**config.mk**
```make
export PLATFORM = sky130hd
export DESIGN_NAME = fetch_queue_flat
export DESIGN_NICKNAME = d
export VERILOG_FILES = /design/src/rtl/fetch_pkg.sv /design/src/rtl/fetch_queue_if.sv /design/src/rtl/sync_fifo.sv /design/src/rtl/fetch_queue.sv /design/src/flat_wrapper.sv
export SDC_FILE = /design/constraint.sdc
export NUM_CORES = 1
export LEC_CHECK = 0
export ABC_AREA = 1
export ABC_CLOCK_PERIOD_IN_PS = 13400
export CAP_MARGIN = 40
export CORE_MARGIN = 3
export CORE_UTILIZATION = 55
export CTS_BUF_LIST = sky130_fd_sc_hd__clkbuf_8
export DETAILED_ROUTE_END_ITERATION = 12
export GPL_TIMING_DRIVEN = 0
export PLACE_DENSITY = 0.81
export SLEW_MARGIN = 20
export SYNTH_ARGS = -nofsm -noshare
export SYNTH_HDL_FRONTEND = slang
export SYNTH_SLANG_ARGS = --single-unit
```
**constraint.sdc**
```tcl
create_clock -name clock -period 13.4 [get_ports clock]
set_clock_uncertainty 0.15 [all_clocks]
set_input_delay 3.35 -clock clock [delete_from_list [all_inputs] [get_ports clock]]
set_output_delay 3.35 -clock clock [all_outputs]
set_load 0.01 [all_outputs]
```
**src/rtl/fetch_pkg.sv**
```systemverilog
// Shared types and constants for the instruction-fetch front end.
// This package holds the default widths, the NOP word and the count-width helper.
package fetch_pkg;

    localparam int XLEN_DEF = 32;
    localparam logic [XLEN_DEF-1:0] NOP_WORD = '0;

    // Layout of one queued fetch at the default width; the pc sits above the ir.
    typedef struct packed {
        logic [XLEN_DEF-1:0] pc;
        logic [XLEN_DEF-1:0] ir;
    } fetch_entry_t;

    // The count must be able to hold the value DEPTH itself, not only DEPTH-1.
    function automatic int clog2_p1(input int n);
        return $clog2(n) + 1;
    endfunction

endpackage

```
**src/rtl/fetch_queue_if.sv**
```systemverilog
// Bus bundle between the fetch queue and its neighbours: imem, the execute redirect and decode.
// The master side is the fetch queue; the slave side is the surrounding pipeline.
interface fetch_queue_if
    import fetch_pkg::*;
#(
    parameter int XLEN  = XLEN_DEF,
    parameter int DEPTH = 4
);

    localparam int CW = clog2_p1(DEPTH);

    logic [XLEN-1:0] address_imem;
    logic            fetch_req;
    logic [XLEN-1:0] q_imem;
    logic            redirect_valid;
    logic [XLEN-1:0] redirect_pc;
    logic            out_valid;
    logic            out_ready;
    logic [XLEN-1:0] out_pc;
    logic [XLEN-1:0] out_ir;
    logic [CW-1:0]   count;

    modport master (
        output address_imem, fetch_req, out_valid, out_pc, out_ir, count,
        input  q_imem, redirect_valid, redirect_pc, out_ready
    );

    modport slave (
        input  address_imem, fetch_req, out_valid, out_pc, out_ir, count,
        output q_imem, redirect_valid, redirect_pc, out_ready
    );

endinterface

```
**src/rtl/sync_fifo.sv**
```systemverilog
// Synchronous FIFO with a separate occupancy counter and a single-cycle flush.
// A pushed entry becomes visible at the head on the following cycle; there is no bypass.
module sync_fifo
    import fetch_pkg::*;
#(
    parameter int WIDTH = 64,
    parameter int DEPTH = 4
) (
    input  logic                       clock,
    input  logic                       reset,
    input  logic                       push,
    input  logic                       pop,
    input  logic                       flush,
    input  logic [WIDTH-1:0]           din,
    output logic [WIDTH-1:0]           dout,
    output logic [clog2_p1(DEPTH)-1:0] count,
    output logic                       full,
    output logic                       empty
);

    localparam int AW = $clog2(DEPTH);
    localparam int CW = clog2_p1(DEPTH);

    logic [WIDTH-1:0] mem_q [DEPTH];
    logic [AW-1:0]    wr_ptr_q, wr_ptr_d;
    logic [AW-1:0]    rd_ptr_q, rd_ptr_d;
    logic [CW-1:0]    count_q, count_d;
    logic             do_push, do_pop;

    always_comb begin
        full     = (count_q == CW'(DEPTH));
        empty    = (count_q == '0);
        do_push  = push & ~flush;
        do_pop   = pop & ~flush & ~empty;
        wr_ptr_d = wr_ptr_q;
        rd_ptr_d = rd_ptr_q;
        count_d  = count_q;
        // Flush wins over any simultaneous push or pop.
        if (flush) begin
            wr_ptr_d = '0;
            rd_ptr_d = '0;
            count_d  = '0;
        end else begin
            if (do_push) wr_ptr_d = wr_ptr_q + AW'(1);
            if (do_pop)  rd_ptr_d = rd_ptr_q + AW'(1);
            case ({do_push, do_pop})
                2'b10:   count_d = count_q + CW'(1);
                2'b01:   count_d = count_q - CW'(1);
                default: count_d = count_q;
            endcase
        end
    end

    always_ff @(posedge clock) begin
        if (!reset) begin
            wr_ptr_q <= '0;
            rd_ptr_q <= '0;
            count_q  <= '0;
        end else begin
            wr_ptr_q <= wr_ptr_d;
            rd_ptr_q <= rd_ptr_d;
            count_q  <= count_d;
        end
    end

    // Storage carries data only, so it is left out of reset.
    always_ff @(posedge clock) begin
        if (do_push) mem_q[wr_ptr_q] <= din;
    end

    assign dout  = mem_q[rd_ptr_q];
    assign count = count_q;

    // A push into a full FIFO is only safe when the head leaves in the same cycle.
    assert property (@(posedge clock) disable iff (!reset) !(push && !flush && full && !pop));
    assert property (@(posedge clock) disable iff (!reset) !(pop && !flush && empty));

endmodule

```
**src/rtl/fetch_queue.sv**
```systemverilog
// Instruction-fetch front end: runs the PC, issues one imem read per cycle into a prefetch
// FIFO and presents {pc, ir} to decode; an execute redirect flushes queued and in-flight work.
module fetch_queue
    import fetch_pkg::*;
#(
    parameter int              XLEN     = XLEN_DEF,
    parameter int              DEPTH    = 4,
    parameter logic [XLEN-1:0] RESET_PC = '0,
    parameter logic [XLEN-1:0] NOP      = XLEN'(NOP_WORD)
) (
    input  logic          clock,
    input  logic          reset,
    fetch_queue_if.master bus
);

    localparam int            CW        = clog2_p1(DEPTH);
    localparam int            EW        = 2 * XLEN;
    localparam logic [CW:0]   DEPTH_OCC = (CW + 1)'(DEPTH);

    typedef struct packed {
        logic [XLEN-1:0] pc;
        logic [XLEN-1:0] ir;
    } entry_t;

    logic [XLEN-1:0] pc_q, pc_d;
    logic [XLEN-1:0] inflight_pc_q, inflight_pc_d;
    logic            inflight_q, inflight_d;
    logic            issue;
    logic            push, pop;
    logic            fifo_full, fifo_empty;
    logic [CW-1:0]   fifo_count;
    logic [CW:0]     occupancy;
    entry_t          push_entry;
    entry_t          head;

    // Issue only while queued plus in-flight work leaves room, so the FIFO can never overflow.
    always_comb begin
        occupancy     = {1'b0, fifo_count} + {{CW{1'b0}}, inflight_q};
        issue         = reset & ~bus.redirect_valid & (occupancy < DEPTH_OCC);
        pc_d          = pc_q;
        inflight_pc_d = inflight_pc_q;
        inflight_d    = issue;
        if (bus.redirect_valid) begin
            pc_d = bus.redirect_pc;
        end else if (issue) begin
            pc_d          = pc_q + XLEN'(1);
            inflight_pc_d = pc_q;
        end
    end

    // A response that lands during a redirect belongs to the discarded path and is dropped.
    always_comb begin
        pop        = ~fifo_empty & bus.out_ready;
        push       = inflight_q & ~bus.redirect_valid & (~fifo_full | pop);
        push_entry = '{pc: inflight_pc_q, ir: bus.q_imem};
    end

    always_ff @(posedge clock) begin
        if (!reset) begin
            pc_q       <= RESET_PC;
            inflight_q <= 1'b0;
        end else begin
            pc_q       <= pc_d;
            inflight_q <= inflight_d;
        end
    end

    always_ff @(posedge clock) begin
        inflight_pc_q <= inflight_pc_d;
    end

    sync_fifo #(
        .WIDTH (EW),
        .DEPTH (DEPTH)
    ) u_fifo (
        .clock (clock),
        .reset (reset),
        .push  (push),
        .pop   (pop),
        .flush (bus.redirect_valid),
        .din   (push_entry),
        .dout  (head),
        .count (fifo_count),
        .full  (fifo_full),
        .empty (fifo_empty)
    );

    // Decode sees zeros/NOP rather than stale storage whenever the queue is empty.
    assign bus.address_imem = pc_q;
    assign bus.fetch_req    = issue;
    assign bus.out_valid    = ~fifo_empty;
    assign bus.out_pc       = fifo_empty ? '0 : head.pc;
    assign bus.out_ir       = fifo_empty ? NOP : head.ir;
    assign bus.count        = fifo_count;

endmodule

```
**src/flat_wrapper.sv**
```systemverilog
// flat-port wrapper written by rule: the top's interface ports become plain ports
module fetch_queue_flat import fetch_pkg::*;
#(
    parameter int              XLEN     = XLEN_DEF,
    parameter int              DEPTH    = 4,
    parameter logic [XLEN-1:0] RESET_PC = '0,
    parameter logic [XLEN-1:0] NOP      = XLEN'(NOP_WORD)
)
  (clock, reset, bus_address_imem, bus_fetch_req, bus_out_valid, bus_out_pc, bus_out_ir, bus_count, bus_q_imem, bus_redirect_valid, bus_redirect_pc, bus_out_ready);
  fetch_queue_if #(.XLEN(XLEN), .DEPTH(DEPTH)) bus_i ();
  input  logic clock;
  input  logic reset;
  output wire logic [$bits(bus_i.address_imem)-1:0] bus_address_imem;
  output wire logic [$bits(bus_i.fetch_req)-1:0] bus_fetch_req;
  output wire logic [$bits(bus_i.out_valid)-1:0] bus_out_valid;
  output wire logic [$bits(bus_i.out_pc)-1:0] bus_out_pc;
  output wire logic [$bits(bus_i.out_ir)-1:0] bus_out_ir;
  output wire logic [$bits(bus_i.count)-1:0] bus_count;
  input wire logic [$bits(bus_i.q_imem)-1:0] bus_q_imem;
  input wire logic [$bits(bus_i.redirect_valid)-1:0] bus_redirect_valid;
  input wire logic [$bits(bus_i.redirect_pc)-1:0] bus_redirect_pc;
  input wire logic [$bits(bus_i.out_ready)-1:0] bus_out_ready;
  assign bus_address_imem = bus_i.address_imem;
  assign bus_fetch_req = bus_i.fetch_req;
  assign bus_out_valid = bus_i.out_valid;
  assign bus_out_pc = bus_i.out_pc;
  assign bus_out_ir = bus_i.out_ir;
  assign bus_count = bus_i.count;
  assign bus_i.q_imem = bus_q_imem;
  assign bus_i.redirect_valid = bus_redirect_valid;
  assign bus_i.redirect_pc = bus_redirect_pc;
  assign bus_i.out_ready = bus_out_ready;
  fetch_queue #(.XLEN(XLEN), .DEPTH(DEPTH), .RESET_PC(RESET_PC), .NOP(NOP)) u_core (.clock(clock), .reset(reset), .bus(bus_i));
endmodule
```
# --- After elaboration in Yosys (flattened, before gate mapping) ---
# Memory sizes are Yosys's and may differ from the RTL's. A register that Yosys moved wholly into a read port is not among the register bits.
# Index checks and enable logic that the tools add are counted.
word_totals:
  wordCells: 44
  register_bits: 72
  out_inout_bits: 101
  input_bits: 68
  memories: 1
  ram_bits: 256
mem_list:
  columns: ["memory", "words", "width", "read_ports", "rd_ports_with_merged_regs", "write_ports", "line", "text"]
  rows:
  - ["u_core.u_fifo.mem_q", 4, 64, 1, 1, 1, "sync_fifo.sv:24", "logic [WIDTH-1:0] mem_q [DEPTH];"]
op_classes:
  addsub: 6
  reduce_logical: 5
  mux: 9
  bitwise: 13
  n_eq_ne: 3
  magnitude_cmp: 1
ops:
  columns: ["operator", "n"]
  rows:
  - ["2-to-1 mux 32 bit", 4]
  - ["adder 32 x 1 -> 32 bit, second input constant", 1]
  - ["AND 1 bit", 8]
  - ["case mux 3 bit (2 select lines)", 1]
  - ["adder 2 x 1 -> 2 bit, second input constant", 2]
  - ["adder 3 x 1 -> 4 bit", 1]
  - ["< comparator 4 x 3 -> 1 bit, second input constant", 1]
  - ["2-to-1 mux 2 bit", 2]
  - ["inverter 1 bit", 4]
  - ["nonzero test 2 bit", 2]
  - ["adder 3 x 1 -> 3 bit, second input constant", 1]
  - ["== test 3 bit, second input constant", 1]
  - ["zero test 3 bit", 1]
  - ["subtractor 3 x 1 -> 3 bit, second input constant", 1]
  - ["== test 2 x 1 -> 1 bit, second input constant", 1]
  - ["== test 2 bit, second input constant", 1]
  - ["2-to-1 mux 1 bit", 2]
  - ["AND reduction 2 bit", 1]
  - ["OR reduction 2 bit", 1]
  - ["OR 1 bit", 1]

# --- Logic depth before layout (Yosys ltp) ---
depth:
  word_depth: 8
  mapped_depth: 12
  ltp_nobuf: 12

# --- Modules after synthesis ---
# Synthesis repeated with hierarchy kept, for this count alone.
unflattened:
  hier_cells: 1267
  hier_area_um2: 13823.3
modules_own_cells:
  columns: ["module", "seq_area_each_um2", "n_inst", "cells_each", "area_per_inst_um2"]
  rows:
  - ["sync_fifo", 7867.5, 1, 691, 9988.3]
  - ["fetch_queue", 1621.6, 1, 576, 3834.9]

# --- Worst setup path after synthesis ---
# No wires, ideal clock.
synth_path:
  path_type: "input -> output"
  from: "input port bus_redirect_valid"
  to: "output port bus_fetch_req"
  path_buffers: 2
  setup_slack_ps: 5861
  arrival_time_ps: 4039
  required_time_ps: 9900
  path_stages: 5
  path_cell_list: "buf_4 nor2_4 nand3_4 inv_2 buf_2"
synth_via:
  elab_chain_cells: 3
synth_lines:
  columns: ["item", "line", "text"]
  rows:
  - ["start: declaration", "flat_wrapper.sv:20", "input wire logic [$bits(bus_i.redirect_valid)-1:0] bus_redirect_valid;"]
  - ["inverter 1 bit", "fetch_queue.sv:39", "issue = reset & ~bus.redirect_valid & (occupancy < DEPTH_OCC);"]
  - ["AND 1 bit (2 in a row)", "fetch_queue.sv:39", null]
  - ["end: declaration", "flat_wrapper.sv:14", "output wire logic [$bits(bus_i.fetch_req)-1:0] bus_fetch_req;"]
# Every way passes these cells.

# --- Final worst setup path ---
layout_path:
  from: "input port reset"
  to: "output port bus_fetch_req"
layout_via:
  elab_chain_cells: 2
layout_lines:
  columns: ["item", "line", "text"]
  rows:
  - ["start: declaration", "flat_wrapper.sv:12", "input logic reset;"]
  - ["AND 1 bit (2 in a row)", "fetch_queue.sv:39", null]
# Every way passes these cells.

==> results.sh <==
export IMPL_status="complete, no violations"
export IMPL_crit_path_end_kind="output pin"
export IMPL_drv_slew=0
export IMPL_async_flop_share_pct=0
export IMPL_start_util_pct=56.9
export IMPL_grt_pass1_vias=9954
export IMPL_io_buffers=167
export IMPL_power_static_leakage_uw=0.00593
export IMPL_area_growth_pct=24.0
export IMPL_hold_path_class="register to register"
export IMPL_slowest_delay_ps=590
export IMPL_dp_hpwl_um=21800
export IMPL_grt_setup_unrepaired="no"
export IMPL_coreArea_um2=23900
export IMPL_synth_seq_cells=330
export IMPL_drc=0
export IMPL_cts_buffer_depth=3
export IMPL_drt_antenna_violating_nets=0
export IMPL_cp_top_family="buffers and inverters"
export IMPL_synth_net_count=1324
export IMPL_worst_pin_slew_ps=735
export IMPL_postCtsHoldBufs=0
export IMPL_rows=56
export IMPL_worstPathMaxFanout=10
export IMPL_syn_inst=1249
export IMPL_cp_slowest_cell="clkdlybuf4s50_1"
export IMPL_diodes=0
export IMPL_nNetsFinal=1554
export IMPL_cts_buffers=50
export IMPL_via_per_inst=5.49
export IMPL_synthFlopType="edfxtp_1"
export IMPL_root_buffer="clkbuf_8"
export IMPL_h_tree_depth=2
export IMPL_die_h_um=163
export IMPL_cp_cell_sequence="clkdlybuf4s50_1, inv_1, nor2_4, nand3_4, inv_2, buf_2, clkdlybuf4s50_1"
export IMPL_grt_util_all_layers_pct=24.7
export IMPL_synth_cell_area_um2=13600
export IMPL_firstDrtPassIters=6
export IMPL_synth_top_area_share_pct=63.6
export IMPL_grt_pass1_wl_um=51300
export IMPL_power_density_nw_per_um2=120
export IMPL_relSlewSlack_pct=50.9
export IMPL_grt_max_degree=25
export IMPL_cpMostUsedCell="clkdlybuf4s50_1"
export IMPL_period_share_pct=66.0
export IMPL_yosysWarnings=0
export IMPL_timing_final_crit_period_ps=8850
export IMPL_insertion_delay_ps=560
export IMPL_antenna_found_initial=0
export IMPL_io_pins=169
export IMPL_cp_start_kind="input port"
export IMPL_cts_resized=0
export IMPL_hold_viol_final=0
export IMPL_cts_tree="built"
export IMPL_clk_pin_slew_ps=60
export IMPL_die_area_um2=26600
export IMPL_total_power_uw=2030
export IMPL_die_x_um=163
export IMPL_cts_sinks=330
export IMPL_cp_num_buf_inv=5
export IMPL_setup_viol_count_final=0
export IMPL_setup_tns_final_ps=0
export IMPL_via_count=10100
export IMPL_post_cts_buffers=0
export IMPL_synth_largest_area_cell="edfxtp_1"
export IMPL_synth_area_top_cells="edfxtp_1, nor2_1, dfxtp_1"
export IMPL_layout_commonest_cell="nor2_1"
export IMPL_ys_types=30
export IMPL_worstSetupPathType="input port to output pin"
export IMPL_layout_common_cells="nor2_1, edfxtp_1, clkdlybuf4s50_1, o21ai_0, nand2_1"
export IMPL_cp_required_ps=9900
export IMPL_wl_per_cell_um=18.0
export IMPL_synth_enable_flop_cells=288
export IMPL_maxCapViolations=0
export IMPL_max_clock_freq_mhz=113
export IMPL_gp_congestion=0.871
export IMPL_syn_area_per_cell_um2=10.9
export IMPL_grt_overflow_total=0
export IMPL_routed_wl_um=33100
export IMPL_yosysSeqAreaShare_pct=69.8
export IMPL_ir_worst_vdd_uv=59.0
export IMPL_crit_arrival_ps=5350
export IMPL_final_layout_size_suffix_gt1_share_pct=8.50
export IMPL_drt_iter0_markers=962
[area by class of cell]
cell class              instances  area (um2)
flip-flops and latches        330        9490
fillers                      1647        7040
multi-input cells             776        3550
repair buffers                178        1920
clock buffers                  54         743
well taps                     319         399
inverters                      83         312
plain buffers                  60         268
clock inverters                37         178
[worst paths after layout]
| check | depth (start not counted) | endpoint | startpoint | slack [ps] |
|---|---|---|---|---|
| worst max-delay path | 7 | bus_fetch_req | reset | 4550 |
| worst min-delay path | 2 | register | u_core.u_fifo.rd_ptr_q[1]$_SDFFE_PP0P_ | 310 |
| worst max register to register | 11 | u_core.u_fifo.count[2]$_SDFFE_PP0P_ | u_core.u_fifo.count[2]$_SDFFE_PP0P_ | 10690 |
| worst min register to register | 2 | register | u_core.u_fifo.rd_ptr_q[1]$_SDFFE_PP0P_ | 310 |
[cell families (layout without fill, tap and decap cells)]
family | count (synthesis) | count (layout) | synth area share (%)
compound gates | 266 | 266 | 9.91
fa+ha+maj | 7 | 7 | 0.700
xor+xnor | 9 | 9 | 0.580
flops | 330 | 330 | 69.8
simple gates | 494 | 494 | 14.7
buf+inv | 143 | 412 | 4.26
[cell usage after synthesis, types with 8 or more instances]
library cell / number
a21oi_1: 100
buf_1: 10
buf_2: 22
clkbuf_1: 25
dfxtp_1: 42
edfxtp_1: 288
inv_1: 78
nand2_1: 133
nand3_1: 37
nor2_1: 303
o21ai_0: 157
xor2_1: 8
[report_power, final]
group / internal, uW / switching (uW) / total, uW
Sequential: 1140 / 19.2 / 1160
Clock: 390 / 373 / 763
Combinational: 50.5 / 56.8 / 107
[registers in the layout, indices dropped and copies added, names as in the netlist, named ones only]
register / flops
u_core.u_fifo.count: 3
u_core.u_fifo.rd_ptr_q: 2
u_core.inflight_q: 1
u_core.u_fifo.mem_q: 256
u_core.u_fifo.wr_ptr_q: 2
u_core.inflight_pc_q: 32
u_core.bus.address_imem: 32
[tightest hold or removal path: stages, from the launching register on]
cell,delay (ps)
dfxtp_1,300
inv_1,60
a21oi_1,70
[per-layer routing]
metal	vias up	GRT usage [%]	part of all wire, %
met4	0	9.19	2.9
met5	-	0	0
met1	4760	32.0	40
met3	71	5.50	9.1
met2	524	41.1	48
li1	4735	-	-
[per-stage QoR]
stage	area [um2]	utilization [%]	setup WS, ps	hold slack (ps)	instances
finish	16900	70.6	4550	313	1837
global route	16900	70.6	4440	344	1837
CTS	16900	70.6	4560	317	1837
detailed placement	15900	66.7	4580	311	1746
global placement	15700	65.5	3970	299	1735
floorplan	13600	-	5860	286	1249
Power figures use the tool's default switching activity.
